File: src/rtl/rvvi_seq_pkg.sv
// -----------------------------------------------------------------------------
// rvvi_seq_pkg
//   Shared types and widths for the RVVI retirement sequencer.
//   retire_rec_t is one retired instruction as presented on an RVVI slot.
// -----------------------------------------------------------------------------
package rvvi_seq_pkg;

  localparam int RVVI_SEQ_XLEN    = 32;
  localparam int RVVI_SEQ_ILEN    = 32;
  localparam int RVVI_SEQ_ORDER_W = 64;

  typedef struct packed {
    logic [RVVI_SEQ_ORDER_W-1:0] order;     // per-hart retirement sequence number
    logic [RVVI_SEQ_ILEN-1:0]    insn;
    logic [RVVI_SEQ_XLEN-1:0]    pc_rdata;
    logic [RVVI_SEQ_XLEN-1:0]    pc_wdata;
    logic                        trap;
    logic                        halt;
    logic                        intr;
    logic [1:0]                  mode;
    logic [1:0]                  ixl;
  } retire_rec_t;

endpackage

File: src/rtl/rvvi_retire_sequencer_if.sv
// -----------------------------------------------------------------------------
// rvvi_retire_sequencer_if
//   Bundles the sequencer's producer and consumer signals.
//   Producer side : in_valid[h][s], in_rec[h][s] in; in_ready[h] out
//   Consumer side : out_valid, out_hart, out_rec out; out_ready in
//   Status        : level[h], order_err, order_err_hart
//   modport slave  : the sequencer
//   modport master : the environment (harts + consumer)
// -----------------------------------------------------------------------------
interface rvvi_retire_sequencer_if
  import rvvi_seq_pkg::*;
#(
  parameter int NHART = 1,
  parameter int NRET  = 1,
  parameter int DEPTH = 8
);
  localparam int HW = (NHART > 1) ? $clog2(NHART) : 1;
  localparam int LW = $clog2(DEPTH) + 1;

  logic        [NHART-1:0][NRET-1:0] in_valid;
  retire_rec_t [NHART-1:0][NRET-1:0] in_rec;
  logic        [NHART-1:0]           in_ready;
  logic                              out_valid;
  logic                              out_ready;
  logic        [HW-1:0]              out_hart;
  retire_rec_t                       out_rec;
  logic        [NHART-1:0][LW-1:0]   level;
  logic                              order_err;
  logic        [HW-1:0]              order_err_hart;

  modport slave (
    input  in_valid, in_rec, out_ready,
    output in_ready, out_valid, out_hart, out_rec, level, order_err, order_err_hart
  );

  modport master (
    output in_valid, in_rec, out_ready,
    input  in_ready, out_valid, out_hart, out_rec, level, order_err, order_err_hart
  );

endinterface

File: src/rtl/rvvi_retire_fifo.sv
// -----------------------------------------------------------------------------
// rvvi_retire_fifo
//   Per-hart record buffer: up to NRET writes per cycle (valid slots compacted
//   in ascending slot order), one read per cycle.
//   Ports: clk, reset (sync, active-high), push_en (accept this cycle),
//          push_valid/push_rec (slots), pop (remove head),
//          count (occupancy), head (oldest record).
//   DEPTH must be a power of two and >= NRET; pointers wrap modulo DEPTH.
// -----------------------------------------------------------------------------
module rvvi_retire_fifo
  import rvvi_seq_pkg::*;
#(
  parameter  int NRET  = 1,
  parameter  int DEPTH = 8,
  localparam int CW    = $clog2(DEPTH) + 1,
  localparam int PW    = (DEPTH > 1) ? $clog2(DEPTH) : 1
) (
  input  logic                   clk,
  input  logic                   reset,
  input  logic                   push_en,
  input  logic        [NRET-1:0] push_valid,
  input  retire_rec_t [NRET-1:0] push_rec,
  input  logic                   pop,
  output logic        [CW-1:0]   count,
  output retire_rec_t            head
);

  retire_rec_t       mem_q [DEPTH];
  retire_rec_t       mem_d [DEPTH];
  logic [PW-1:0]     wr_ptr_q, wr_ptr_d;
  logic [PW-1:0]     rd_ptr_q, rd_ptr_d;
  logic [CW-1:0]     count_q, count_d;
  logic [CW-1:0]     n_push;
  logic              do_pop;

  // Masking with DEPTH-1 wraps a power-of-two buffer (and pins DEPTH=1 to 0).
  function automatic logic [PW-1:0] ptr_add(input logic [PW-1:0] p, input logic [CW-1:0] n);
    logic [31:0] sum;
    sum = (32'(p) + 32'(n)) & 32'(DEPTH - 1);
    return sum[PW-1:0];
  endfunction

  always_comb begin
    // NOTE: every variable gets a default before any branch, so no path
    // leaves one unassigned and no latch is inferred.
    mem_d  = mem_q;
    n_push = '0;
    if (push_en) begin
      for (int s = 0; s < NRET; s++) begin
        if (push_valid[s]) begin
          // n_push doubles as the compacted write offset for this slot.
          mem_d[ptr_add(wr_ptr_q, n_push)] = push_rec[s];
          n_push = n_push + CW'(1);
        end
      end
    end
    do_pop   = pop && (count_q != '0);
    wr_ptr_d = ptr_add(wr_ptr_q, n_push);
    rd_ptr_d = do_pop ? ptr_add(rd_ptr_q, CW'(1)) : rd_ptr_q;
    count_d  = count_q + n_push - {{(CW-1){1'b0}}, do_pop};
  end

  // NOTE: record storage is deliberately not reset; count and the pointers
  // alone define which entries are live, so stale payload is never visible.
  always_ff @(posedge clk) begin
    mem_q <= mem_d;
  end

  // NOTE: sequential state uses non-blocking assignments so every flop
  // samples the pre-edge values regardless of statement order.
  always_ff @(posedge clk) begin
    if (reset) begin
      wr_ptr_q <= '0;
      rd_ptr_q <= '0;
      count_q  <= '0;
    end else begin
      wr_ptr_q <= wr_ptr_d;
      rd_ptr_q <= rd_ptr_d;
      count_q  <= count_d;
    end
  end

  assign count = count_q;
  assign head  = mem_q[rd_ptr_q];

endmodule

File: src/rtl/rvvi_retire_sequencer.sv
// -----------------------------------------------------------------------------
// rvvi_retire_sequencer
//   Merges RVVI retirement records from NHART harts (NRET slots each) into a
//   single ready/valid stream, one record per cycle. Round-robin across harts,
//   program order preserved within a hart.
//   Ports: clk, reset (sync, active-high), bus (rvvi_retire_sequencer_if.slave)
//   Optional feature macro: RVVI_SEQ_ORDER_CHECK_EN -- per-hart order-gap
//   checker driving order_err / order_err_hart; tied to 0 when undefined.
// -----------------------------------------------------------------------------
module rvvi_retire_sequencer
  import rvvi_seq_pkg::*;
#(
  parameter int NHART = 1,
  parameter int NRET  = 1,
  parameter int DEPTH = 8
) (
  input  logic                    clk,
  input  logic                    reset,
  rvvi_retire_sequencer_if.slave  bus
);

  localparam int HW = (NHART > 1) ? $clog2(NHART) : 1;
  localparam int CW = $clog2(DEPTH) + 1;

  logic [CW-1:0]    count [NHART];
  retire_rec_t      head  [NHART];
  logic [NHART-1:0] nonempty;
  logic [NHART-1:0] in_ready;
  logic [NHART-1:0] pop;

  logic [HW-1:0]    rr_ptr_q, rr_ptr_d;
  logic             lock_q, lock_d;
  logic [HW-1:0]    lock_hart_q, lock_hart_d;
  logic [HW-1:0]    scan_hart;
  logic             found;
  logic [HW-1:0]    grant;
  logic             out_valid;
  logic             fire;

  for (genvar h = 0; h < NHART; h++) begin : g_hart
    // Room for a full NRET-wide retirement, from registered occupancy only.
    assign in_ready[h] = (DEPTH - int'(count[h])) >= NRET;
    assign nonempty[h] = (count[h] != '0);
    assign pop[h]      = fire && (grant == HW'(h));
    assign bus.level[h] = count[h];

    rvvi_retire_fifo #(
      .NRET  (NRET),
      .DEPTH (DEPTH)
    ) u_fifo (
      .clk        (clk),
      .reset      (reset),
      .push_en    (in_ready[h]),
      .push_valid (bus.in_valid[h]),
      .push_rec   (bus.in_rec[h]),
      .pop        (pop[h]),
      .count      (count[h]),
      .head       (head[h])
    );
  end

  // First non-empty hart at or after rr_ptr, modulo NHART.
  always_comb begin
    scan_hart = rr_ptr_q;
    found     = 1'b0;
    for (int i = 0; i < NHART; i++) begin
      if (!found && nonempty[(int'(rr_ptr_q) + i) % NHART]) begin
        found     = 1'b1;
        scan_hart = HW'((int'(rr_ptr_q) + i) % NHART);
      end
    end
  end

  // A stalled offer stays pinned to its hart so a newly filled hart that
  // sits earlier in the scan cannot steal the grant before the handshake.
  assign grant     = lock_q ? lock_hart_q : scan_hart;
  // Nothing is offered while reset is asserted, so no record leaves that cycle.
  assign out_valid = (|nonempty) && !reset;
  assign fire      = out_valid && bus.out_ready;

  always_comb begin
    rr_ptr_d    = rr_ptr_q;
    lock_d      = lock_q;
    lock_hart_d = lock_hart_q;
    if (fire) begin
      rr_ptr_d = (grant == HW'(NHART - 1)) ? '0 : grant + HW'(1);
      lock_d   = 1'b0;
    end else if (out_valid) begin
      lock_d      = 1'b1;
      lock_hart_d = grant;
    end
  end

  always_ff @(posedge clk) begin
    if (reset) begin
      rr_ptr_q    <= '0;
      lock_q      <= 1'b0;
      lock_hart_q <= '0;
    end else begin
      rr_ptr_q    <= rr_ptr_d;
      lock_q      <= lock_d;
      lock_hart_q <= lock_hart_d;
    end
  end

  assign bus.in_ready  = in_ready;
  assign bus.out_valid = out_valid;
  assign bus.out_hart  = grant;
  assign bus.out_rec   = head[grant];

`ifdef RVVI_SEQ_ORDER_CHECK_EN
  logic [RVVI_SEQ_ORDER_W-1:0] exp_q [NHART];
  logic [RVVI_SEQ_ORDER_W-1:0] exp_d [NHART];
  logic [NHART-1:0]            first_seen_q, first_seen_d;
  logic                        order_err_q, order_err_d;
  logic [HW-1:0]               order_err_hart_q, order_err_hart_d;

  always_comb begin
    exp_d            = exp_q;
    first_seen_d     = first_seen_q;
    order_err_d      = order_err_q;
    order_err_hart_d = order_err_hart_q;
    if (fire) begin
      // First pop of a hart only seeds the expectation.
      if (first_seen_q[grant] && (head[grant].order != exp_q[grant] + 1'b1)) begin
        order_err_d = 1'b1;
        if (!order_err_q) order_err_hart_d = grant;
      end
      // Resynchronise on every pop so one gap is reported once, not forever.
      exp_d[grant]        = head[grant].order;
      first_seen_d[grant] = 1'b1;
    end
  end

  always_ff @(posedge clk) begin
    if (reset) begin
      for (int h = 0; h < NHART; h++) exp_q[h] <= '0;
      first_seen_q     <= '0;
      order_err_q      <= 1'b0;
      order_err_hart_q <= '0;
    end else begin
      exp_q            <= exp_d;
      first_seen_q     <= first_seen_d;
      order_err_q      <= order_err_d;
      order_err_hart_q <= order_err_hart_d;
    end
  end

  assign bus.order_err      = order_err_q;
  assign bus.order_err_hart = order_err_hart_q;
`else
  assign bus.order_err      = 1'b0;
  assign bus.order_err_hart = '0;
`endif

endmodule
File: src/flat_wrapper.sv
// flat-port wrapper written by rule: the top's interface ports become plain ports
module rvvi_retire_sequencer_flat import rvvi_seq_pkg::*;
#(
  parameter int NHART = 1,
  parameter int NRET  = 1,
  parameter int DEPTH = 8
)
  (clk, reset, bus_in_valid, bus_in_rec, bus_out_ready, bus_in_ready, bus_out_valid, bus_out_hart, bus_out_rec, bus_level, bus_order_err, bus_order_err_hart);
  rvvi_retire_sequencer_if #(.NHART(NHART), .NRET(NRET), .DEPTH(DEPTH)) bus_i ();
  input  logic clk;
  input  logic reset;
  input wire logic [$bits(bus_i.in_valid)-1:0] bus_in_valid;
  input wire logic [$bits(bus_i.in_rec)-1:0] bus_in_rec;
  input wire logic [$bits(bus_i.out_ready)-1:0] bus_out_ready;
  output wire logic [$bits(bus_i.in_ready)-1:0] bus_in_ready;
  output wire logic [$bits(bus_i.out_valid)-1:0] bus_out_valid;
  output wire logic [$bits(bus_i.out_hart)-1:0] bus_out_hart;
  output wire logic [$bits(bus_i.out_rec)-1:0] bus_out_rec;
  output wire logic [$bits(bus_i.level)-1:0] bus_level;
  output wire logic [$bits(bus_i.order_err)-1:0] bus_order_err;
  output wire logic [$bits(bus_i.order_err_hart)-1:0] bus_order_err_hart;
  assign bus_i.in_valid = bus_in_valid;
  assign bus_i.in_rec = bus_in_rec;
  assign bus_i.out_ready = bus_out_ready;
  assign bus_in_ready = bus_i.in_ready;
  assign bus_out_valid = bus_i.out_valid;
  assign bus_out_hart = bus_i.out_hart;
  assign bus_out_rec = bus_i.out_rec;
  assign bus_level = bus_i.level;
  assign bus_order_err = bus_i.order_err;
  assign bus_order_err_hart = bus_i.order_err_hart;
  rvvi_retire_sequencer #(.NHART(NHART), .NRET(NRET), .DEPTH(DEPTH)) u_core (.clk(clk), .reset(reset), .bus(bus_i));
endmodule
File: config.mk
export PLATFORM = sky130hd
export DESIGN_NAME = rvvi_retire_sequencer_flat
export DESIGN_NICKNAME = d
export VERILOG_FILES = /design/src/rtl/rvvi_seq_pkg.sv /design/src/rtl/rvvi_retire_sequencer_if.sv /design/src/rtl/rvvi_retire_fifo.sv /design/src/rtl/rvvi_retire_sequencer.sv /design/src/flat_wrapper.sv
export SDC_FILE = /design/constraint.sdc
export NUM_CORES = 1
export LEC_CHECK = 0
export ABC_AREA = 1
export BUFFER_PORTS_ARGS = -buffer_cell sky130_fd_sc_hd__buf_2
export CORE_AREA = 2 2 314 316
export DETAILED_ROUTE_END_ITERATION = 16
export DIE_AREA = 0 0 316 318
export GPL_TIMING_DRIVEN = 0
export PLACE_DENSITY = 0.75
export SLEW_MARGIN = 10
export SYNTH_ARGS = -nofsm -noshare
export SYNTH_HDL_FRONTEND = slang
export SYNTH_SLANG_ARGS = --single-unit
File: constraint.sdc
create_clock -name clk -period 10 [get_ports clk]
set_input_delay 1.5 -clock clk [delete_from_list [all_inputs] [get_ports clk]]
set_output_delay 1.5 -clock clk [all_outputs]
set_load 0.02 [all_outputs]
==> out/metrics.csv <==
stage,metric,value,unit
outcome,status,finished clean,
sta,Setup WS post-layout,4.725,ns
route,DR pass1 iterations,6,
cts,CTS tree,yes,
finish,fillers,6956,
hold_path,hold wc startpoint,u_core.lock_hart_q,
setup_path,worst r2r src,u_core.g_hart[0].u_fifo.count[1],
sta,Tcrit/Tclk final,52.75,%
setup_path,top cell family by delay on the critical path,buffers and inverters,
synth,"Seq/Total Area, Yosys",77.56,%
setup_path,crit path from,u_core.g_hart[0].u_fifo.rd_ptr_q[1],
synth,Post-Synthesis Cell Area,52030,um2
hold_path,Hold Path Class,reg2reg,
route,post-route ant nets,0,
synth,count of state elements after synthesis,1348,
sta,setup TNS,0,ns
global_routing,antenna violations before repair,37,
cts,clk slew on worst S/H paths,0.06,ns
cts,Sink Count,1348,
route,# DRC,0,
global_routing,first-pass GRT wire length,207000,um
power,Total Power,15620,uW
power,Max IR drop VDD,0.1576,mV
global_routing,number of global-route vias before repair,33630,
sta,Min Hold Slack,0.4579,ns
cts,Num CTS Buffers,137,
finish,Syn-to-layout area delta,17.61,%
floorplanning,core area,97410,um2
place,gpl congestion,0.7993,
setup_path,WP data arrival,3.77,ns
sta,Clock Skews,0.02760,ns
cts,clock root cell,clkbuf_16,
sta,Max Transition Viols Final,0,
floorplanning,Die Span X,316,um
floorplanning,Initial Utilization,53.42,%
sta,Final Hold Vio Count,0,
power,PwrDens,255.2,nW/um2
cts,# resized after CTS,0,
global_routing,GRT Overall Usage,27.76,%
job,Max-Cap Viols,0,
floorplanning,Die Area,100500,um2
synth,synth unique cells,29,
place,DP Area,56760,um2
place,# port buffers,343,
setup_path,CP max FO,10,
sta,Max-slew headroom,11.75,%
synth,Syn Area/Cell,13.42,um2
setup_path,CP bufs+invs,5,
setup_path,Worst Path Required,8.50,ns
setup_path,crit end category,output port,
place,detailed placer's ending HPWL,89850,um
route,average via count per standard cell,5.926,
synth,count of mapped cells out of synthesis,3878,
place,Place WS,5.536,ns
finish,final instance area,61200,um2
cts,# hold bufs at CTS,0,
floorplanning,I/O pin cnt,347,
cts,worst-skew pair later-pin latency,0.75,ns
sta,Max Freq,189.6,MHz
synth,Synth Warn #,0,
route,via count,34600,
route,Starting DRT DRC Count,4374,
global_routing,largest net degree at the start of global routing,29,
sta,RSZ-0062 raised after global routing,no,
route,WL per Instance,24.19,um
sta,Final setup viols,0,
floorplanning,Die Y,318,um
finish,Final nets,4604,
setup_path,CP Class,reg2out,
finish,fraction of final layout cells with drive strength greater than 1,14.98,%
setup_path,startpoint types,register,
sta,min Tclk post-route,5.275,ns
route,Routed WL,141300,um
setup_path,max incr delay on CP,1.00,ns
global_routing,gr ovfl total,0,
cts,Max clock buf depth,3,
cts,# Post-CTS Setup Buffers,0,
cts,H-tree levels,4,
setup_path,Critical-path top delay cell,clkbuf_1,
setup_path,critical-path cell list,inv_2 > buf_4 > clkbuf_1 > clkbuf_1 > o21ai_0 > o22ai_1 > nand2_1 > nand2_1 > buf_2,
floorplanning,cell row count,115,
sta,Slew @ Worst Pin,1.324,ns
power,LEAKAGE,0.02122,uW
[state kept, by name (all words and copies together), names as in the netlist]
name / count
u_core.lock_q: 1
u_core.g_hart.u_fifo.wr_ptr_q: 3
u_core.g_hart.u_fifo.mem_q: 1336
u_core.lock_hart_q: 1
u_core.g_hart.u_fifo.count: 4
u_core.g_hart.u_fifo.rd_ptr_q: 3
[cell usage after synthesis]
master	instances	area (um2)
edfxtp_1	1336	40120
nor2_1	690	2590
o21ai_0	626	3133
nand2_1	518	1944
o22ai_1	334	2090
clkbuf_1	188	705.7
o21ai_1	44	220.2
buf_6	36	405.4
inv_1	19	71.32
buf_1	12	45.04
buf_2	12	60.06
dfxtp_1	12	240.2
ha_1	10	125.1
buf_4	7	52.55
nand3_1	7	35.03
a21oi_1	5	25.02
clkbuf_2	5	25.02
buf_8	3	45.04
inv_2	2	7.510
nand4_1	2	12.51
xnor2_1	2	17.52
a21boi_0	1	7.510
and2_1	1	6.260
conb_1	1	3.750
fa_1	1	20.02
inv_4	1	6.260
nor3_1	1	5.000
o21bai_1	1	7.510
xor2_1	1	8.760
[final timing paths]
kind,to,cells after the start,slack [ns]
setup reg to reg,u_core.g_hart[0].u_fifo.mem_q[427],11,6.21
hold reg to reg,u_core.lock_hart_q,2,0.46
setup / recovery,bus_out_rec[160],9,4.73
hold / removal,u_core.lock_hart_q,2,0.46
[worst min-delay path, cell delays in order (launching register included)]
cell and delay, ns:
dfxtp_1 0.31, nand2_1 0.07, a21oi_1 0.04
[final cells by class]
| class | count | area (um2) | area share [%] |
|---|---|---|---|
| flip-flops and latches | 1348 | 40360 | 65.95 |
| multi-input cells | 2246 | 10310 | 16.85 |
| plain buffers | 263 | 1344 | 2.196 |
| inverters | 22 | 85.08 | 0.1390 |
| repair buffers | 404 | 3050 | 4.984 |
| diodes | 20 | 50.05 | 0.08178 |
| well taps | 1287 | 1610 | 2.631 |
| clock buffers | 167 | 3603 | 5.888 |
| clock inverters | 82 | 782.0 | 1.278 |
[layout by cell type, fill, tap and decap left out, drive strengths merged, types with 2 or more instances in the layout]
cell type and instances:
clkinvlp 6, o21ai 670, nor2 690, nand2 518, xnor2 2, nand3 7, inv 29, diode 20
dfxtp 12, a21oi 5, clkbuf 360, conb 2, bufinv 10, edfxtp 1336, ha 10, nand4 2
buf 474, clkinv 59, o22ai 334
[layer usage]
layer,up-vias,share of wire [%],GRT usage (%)
met4,30,3.5,10.81
met1,16970,37,36.70
li1,15360,-,-
met3,323,11,6.502
met2,1922,48,44.73
met5,-,0.12,0
[power breakdown]
| group | leakage [uW] | switching, uW | internal (uW) |
|---|---|---|---|
| clock | 0.00214 | 2150 | 2850 |
| sequential | 0.0122 | 104 | 6720 |
| combinational | 0.00691 | 2700 | 1100 |
[cell families (layout without fill, tap and decap cells)]
group | after synthesis | count (layout) | share of synthesized area (%)
buffers and inverters | 285 | 938 | 2.736
DFF | 1348 | 1348 | 77.56
xor gates and xnor gates | 3 | 3 | 0.05051
and+or+nand+nor | 1219 | 1219 | 8.827
other | 1 | 22 | 0.007207
adders and majority gates | 11 | 11 | 0.2789
AOI/OAI and AO/OA | 1011 | 1011 | 10.54
[through the flow]
step,std cells,util (%)
after floorplan,3879,-
after detailed placement,5570,58.27
after global placement,5509,56.84
after global routing,5828,62.80
final,5839,62.82
after CTS,5819,62.77
(Power assumes the default switching activity.)
